==> src/rtl/apb_master_bridge.sv <==
// APB3 initiator bridge: accepts one command at a time on a valid/ready stream,
// runs it as a SETUP + ACCESS transfer and holds the response until consumed.
// Each ACCESS phase is bounded by TIMEOUT wait states (0 disables the bound).
module apb_master_bridge #(
    parameter int ADDR_W  = 32,
    parameter int DATA_W  = 32,
    parameter int TIMEOUT = 256
) (
    input  logic              PCLK,
    input  logic              PRESET,
    input  logic              cmd_valid,
    output logic              cmd_ready,
    input  logic              cmd_write,
    input  logic [ADDR_W-1:0] cmd_addr,
    input  logic [DATA_W-1:0] cmd_wdata,
    output logic              rsp_valid,
    input  logic              rsp_ready,
    output logic [DATA_W-1:0] rsp_rdata,
    output logic              rsp_err,
    output logic              rsp_timeout,
    output logic              busy,
    output logic              PSEL,
    output logic              PENABLE,
    output logic              PWRITE,
    output logic [ADDR_W-1:0] PADDR,
    output logic [DATA_W-1:0] PWDATA,
    input  logic [DATA_W-1:0] PRDATA,
    input  logic              PREADY,
    input  logic              PSLVERR
);

    typedef enum logic [1:0] {
        IDLE,
        SETUP,
        ACCESS,
        RESP
    } state_t;

    // Counter must hold TIMEOUT-1; with the bound disabled a single bit is enough
    // because it only saturates and is never compared.
    localparam int CNT_W = (TIMEOUT > 0) ? $clog2(TIMEOUT + 1) : 1;
    localparam logic [CNT_W-1:0] WAIT_LAST = (TIMEOUT > 0) ? CNT_W'(TIMEOUT - 1) : '0;

    state_t           state;
    logic [CNT_W-1:0] wait_cnt;

    assign cmd_ready = (state == IDLE) && !PRESET;
    assign busy      = (state != IDLE);

    // Transfer sequencer: all APB and response outputs are registered here.
    always_ff @(posedge PCLK) begin
        if (PRESET) begin
            state       <= IDLE;
            wait_cnt    <= '0;
            PSEL        <= 1'b0;
            PENABLE     <= 1'b0;
            PWRITE      <= 1'b0;
            PADDR       <= '0;
            PWDATA      <= '0;
            rsp_valid   <= 1'b0;
            rsp_rdata   <= '0;
            rsp_err     <= 1'b0;
            rsp_timeout <= 1'b0;
        end else begin
            case (state)
                IDLE: begin
                    if (cmd_valid && cmd_ready) begin
                        PWRITE <= cmd_write;
                        PADDR  <= cmd_addr;
                        PWDATA <= cmd_write ? cmd_wdata : '0;
                        PSEL   <= 1'b1;
                        state  <= SETUP;
                    end
                end
                SETUP: begin
                    PENABLE  <= 1'b1;
                    wait_cnt <= '0;
                    state    <= ACCESS;
                end
                ACCESS: begin
                    if (PREADY) begin
                        rsp_rdata   <= PWRITE ? '0 : PRDATA;
                        rsp_err     <= PSLVERR;
                        rsp_timeout <= 1'b0;
                        rsp_valid   <= 1'b1;
                        PSEL        <= 1'b0;
                        PENABLE     <= 1'b0;
                        state       <= RESP;
                    end else if ((TIMEOUT != 0) && (wait_cnt == WAIT_LAST)) begin
                        rsp_rdata   <= '0;
                        rsp_err     <= 1'b1;
                        rsp_timeout <= 1'b1;
                        rsp_valid   <= 1'b1;
                        PSEL        <= 1'b0;
                        PENABLE     <= 1'b0;
                        state       <= RESP;
                    end else if (wait_cnt != '1) begin
                        wait_cnt <= wait_cnt + 1'b1;
                    end
                end
                RESP: begin
                    if (rsp_ready) begin
                        rsp_valid <= 1'b0;
                        state     <= IDLE;
                    end
                end
                default: begin
                    state <= IDLE;
                end
            endcase
        end
    end

endmodule

==> config.mk <==
export PLATFORM = sky130hd
export DESIGN_NAME = apb_master_bridge
export DESIGN_NICKNAME = d
export VERILOG_FILES = /design/src/rtl/apb_master_bridge.sv
export SDC_FILE = /design/constraint.sdc
export NUM_CORES = 1
export LEC_CHECK = 0
export BUFFER_PORTS_ARGS = -buffer_cell sky130_fd_sc_hd__buf_2
export CORE_MARGIN = 8
export CORE_UTILIZATION = 35
export DETAILED_ROUTE_END_ITERATION = 7
export PLACE_DENSITY_LB_ADDON = 0.05
export RECOVER_POWER = 25
export SLEW_MARGIN = 20
export SYNTH_ARGS = -nofsm -noshare
export SYNTH_HDL_FRONTEND = slang
export SYNTH_SLANG_ARGS = --single-unit
==> constraint.sdc <==
create_clock -name PCLK -period 4.18 [get_ports PCLK]
set_clock_uncertainty 0.15 [all_clocks]
set_input_delay 1.254 -clock PCLK [delete_from_list [all_inputs] [get_ports PCLK]]
set_output_delay 1.254 -clock PCLK [all_outputs]
set_load 0.03 [all_outputs]
; Yosys cells after proc, flatten, opt, wreduce, memory -nomap -nowiden
; Cells that the tools add are included.
[totals]
wordCells = 63
regBits = 113
output_inout_bits = 104
[op_classes]
n_eq_ne = 11
reduce_logical = 16
muxes = 24
add_sub_neg = 1
[ops]
columns = operator, count
row1 = 32-bit 2-to-1 mux, 4
row2 = 9-bit 2-to-1 mux, 3
row3 = 9-bit case mux with 2 select lines, 1
row4 = 2-bit nonzero test, 5
row5 = "9-bit by 1-bit adder with 9-bit output, second input constant", 1
row6 = "9-bit by 8-bit equality test with 1-bit output, second input constant", 1
row7 = "9-bit inequality test, second input constant", 1
row8 = 3-bit AND reduction, 3
row9 = 1-bit 2-to-1 mux, 8
row10 = 2-bit 2-to-1 mux, 4
row11 = "2-bit inequality test, second input constant", 4
row12 = 2-bit case mux with 4 select lines, 1
row13 = 1-bit case mux with 2 select lines, 3
row14 = 2-bit AND reduction, 3
row15 = "2-bit equality test, second input constant", 2
row16 = 4-bit AND reduction, 1
row17 = "3-bit inequality test, second input constant", 1
row18 = "2-bit by 1-bit equality test with 1-bit output, second input constant", 1
row19 = 1-bit logical AND, 2
row20 = 2-bit logical NOT, 1
row21 = "2-bit by 1-bit inequality test with 1-bit output, second input constant", 1
row22 = 1-bit logical NOT, 1

; Logic depth before layout (Yosys ltp)
[depth]
ltp_word = 5
depth_mapped = 8
ltp_nobuf = 7

; Least setup slack after synthesis
; No wires, ideal clock.
[synth_path]
kind = input-to-output
start = input PRESET
end = output cmd_ready
path_buffers = 2
t_required_ns = 2.776
arrival_time_ns = 2.034
setup_slack_ns = 0.742
path_stages = 3
path_cell_list = clkbuf_1 > clkbuf_1 > nor2_1
[synth_via]
elab_chain_len = 2
[synth_rtl]
columns = element, line_no
row1 = start: declaration, 10  ; input logic PRESET,
row2 = 1-bit logical NOT, 47  ; assign cmd_ready = (state == IDLE) && !PRESET;
row3 = 1-bit logical AND, 47
row4 = end: declaration, 12  ; output logic cmd_ready,
; No other way between the ends.

; Worst setup path in the final report
; Same ends and word-level chain as after synthesis.

==> impl_metrics.env <==
export IMPL_routed_wirelength_um=12500
export IMPL_cts_made_buffers=17
export IMPL_fillers=1163
export IMPL_hpwl_um=8540
export IMPL_end_kind="output port"
export IMPL_hold_path_class="reg2reg"
export IMPL_ff2ff_path_depth=7
export IMPL_drc=0
export IMPL_start_util=0.355
export IMPL_holdPathStages=2
export IMPL_cts_tree="done"
export IMPL_pin_count=207
export IMPL_vias=3929
export IMPL_synth_ff_latch_count=113
export IMPL_post_cts_buffers=0
export IMPL_clock_sinks=113
export IMPL_cp_arrival_ns=1.67
export IMPL_holdWs_ns=0.301
export IMPL_cts_path_max_buffers=2
export IMPL_critPathMaxFanout=3
export IMPL_rsz0062_at_grt="false"
export IMPL_htreeDepth=4
export IMPL_coreArea_um2=11900
export IMPL_worstSetupPathType="in2out"
export IMPL_yosys_cell_types_count=36
export IMPL_ctsResizeCount=0
export IMPL_peakVddDrop_v=0.000314
export IMPL_yosys_warnings=0
export IMPL_areaGrowthSynthToFinish_pct=38.4
export IMPL_cts_hold_buf=0
export IMPL_max_slew_margin=0.427
export IMPL_leakagePower_nw=2.65
export IMPL_diodes=0
export IMPL_timing_setup_tns_ns=0
export IMPL_setup_violations=0
export IMPL_die_area_um2=15900
export IMPL_overflow=0
export IMPL_rrSetupSlack_ns=1.73
export IMPL_grt_pass1_vias=3927
export IMPL_dr_pass1_iters=4
export IMPL_die_h_um=126
export IMPL_wl_per_cell_um=15.3
export IMPL_grt_pass1_wl_um=19800
export IMPL_hold_end="PWDATA[25]$_SDFFE_PP0P_"
export IMPL_globalplace_congestion=0.697
export IMPL_io_buffers=206
export IMPL_final_nets=770
export IMPL_post_route_min_period_ns=3.07
export IMPL_cap_violations=0
export IMPL_synth_seq_area_share=0.535
export IMPL_synthCells=463
export IMPL_final_max_slew_violation_count=0
export IMPL_path_clk_slew_ns=0.05
export IMPL_die_w_um=126
export IMPL_ant_nets=0
export IMPL_root_buffer="clkbuf_16"
export IMPL_outcome="completed"
export IMPL_min_from="PWDATA[25]$_SDFFE_PP0P_"
export IMPL_drt_iter0_markers=144
export IMPL_clk_latency_ns=0.40
export IMPL_via_per_inst=4.81
export IMPL_grt_max_degree=66
export IMPL_tightest_slew_ns=0.860
export IMPL_reg2reg_to="wait_cnt[6]$_SDFFE_PP0P_"
export IMPL_power_density_nw_per_um2=612
export IMPL_syn_num_nets=574
export IMPL_syn_area_per_cell_um2=9.13
export IMPL_fin_ws_ns=1.11
export IMPL_grt_total_usage=0.154
export IMPL_dp_slack_ns=1.02
export IMPL_antenna_found_initial=0
export IMPL_start_kind="input port"
export IMPL_rows=40
export IMPL_drive_above_1_share=0.308
export IMPL_reg2reg_from="wait_cnt[0]$_SDFFE_PP0P_"
export IMPL_finalHoldViolCount=0
export IMPL_required_ns=2.78
export IMPL_fmax_mhz=326
export IMPL_syn_area_um2=4230
export IMPL_min_period_over_period=0.735
[where the power goes]
| part | total, W | internal [W] | switching (W) |
|---|---|---|---|
| clock | 0.00135 | 0.000894 | 0.000458 |
| sequential | 0.00131 | 0.00123 | 0.0000804 |
| combinational | 0.000921 | 0.000272 | 0.000648 |
[layer usage]
layer	up-vias	wire length (um)	track usage
met3	10	1110	0.0759
met1	1790	5480	0.180
met4	0	112	0.0637
met5	-	0	0
met2	138	5770	0.235
li1	1991	-	-
[cell usage in the layout, fill, tap and decap left out, types with 2 or more instances in the layout]
cell       count
buf_4          7
mux2i_1        4
nand3b_1      37
or3b_1         2
o21ai_0        2
a211oi_1       2
inv_1          6
buf_2        158
nand3_1       40
nand2_1      101
nor2_1         6
a21oi_1       44
clkbuf_1      48
a21boi_0       2
nand4_1        2
or2_0          2
dfxtp_1      113
or3_1          2
nand2b_1       4
or3b_2         4
clkbuf_16     17
ha_1           8
clkinv_2       5
a22o_1        32
clkbuf_8       6
[cells in the mapped netlist]
cell type / instances / area, um2
o21ai_0: 2 / 10.0
o31ai_1: 1 / 7.51
a21boi_0: 2 / 15.0
nand2b_1: 4 / 25.0
and3b_1: 1 / 8.76
or2_2: 1 / 6.26
nor3_1: 2 / 10.0
o21ba_2: 1 / 10.0
buf_4: 1 / 7.51
or2_0: 2 / 12.5
or3_1: 2 / 12.5
a21oi_1: 44 / 220
a311oi_1: 1 / 8.76
buf_1: 6 / 22.5
a21oi_2: 1 / 8.76
or3b_2: 4 / 35.0
a31o_2: 1 / 8.76
a211oi_2: 1 / 12.5
clkbuf_1: 19 / 71.3
nand4_1: 2 / 12.5
inv_1: 6 / 22.5
or4_1: 1 / 7.51
a22o_1: 32 / 280
nand2_1: 101 / 379
nor2_1: 6 / 22.5
dfxtp_1: 113 / 2260
mux2i_1: 4 / 40.0
ha_1: 8 / 100
nand3_1: 40 / 200
or4b_4: 1 / 13.8
a211oi_1: 2 / 15.0
nand3b_1: 37 / 278
a32oi_1: 1 / 8.76
a31oi_1: 1 / 6.26
buf_2: 10 / 50.1
or3b_1: 2 / 17.5
[worst max-delay path, cell delays in order]
cell    delay [ns]
buf_2         0.12
nor2_1        0.08
buf_2         0.22
[worst max path at each step]
stage / slack (ns) / to / from / depth (start not counted)
2_1_floorplan: 0.74 / cmd_ready / PRESET / 3
3_3_place_gp: 1.03 / PADDR[21]$_SDFFE_PP0P_ / PRESET / 6
3_5_place_dp: 1.02 / PADDR[22]$_SDFFE_PP0P_ / PRESET / 6
4_1_cts: 1.10 / cmd_ready / PRESET / 3
5_1_grt: 1.09 / cmd_ready / PRESET / 3
6_report: 1.11 / cmd_ready / PRESET / 3
[cell families after synthesis]
family,share of synthesized area
AOI/OAI and AO/OA,0.145
adders and majority gates,0.0237
buffers and inverters,0.0411
DFF,0.535
muxes,0.00947
and+or+nand+nor,0.246
[state kept, by name (all words and copies together) (netlist names), 2 cells and up]
signal / cells
wait_cnt: 9
state: 2
PADDR: 32
rsp_rdata: 32
PWDATA: 32
[layout make-up]
cell class | instances | area, um2 | share of cell area
multi-input combinational | 308 | 1800 | 0.307
timing repair buffer | 213 | 1020 | 0.175
clock buffer | 23 | 508 | 0.0868
sequential | 113 | 2260 | 0.386
inverter | 6 | 22.5 | 0.00385
clock inverter | 6 | 55.1 | 0.00940
tap | 147 | 184 | 0.0314
[stage by stage]
stage / cells / instance area [um2] / total power, W / utilization
after floorplan: 463 / 4230 / 0.00198 / -
after global placement: 787 / 5350 / 0.00227 / 0.449
after detailed placement: 787 / 5350 / 0.00227 / 0.449
after CTS: 816 / 5910 / 0.00365 / 0.497
after global routing: 816 / 5850 / 0.00378 / 0.491
final: 816 / 5850 / 0.00358 / 0.491
Power figures use the tool's default switching activity.
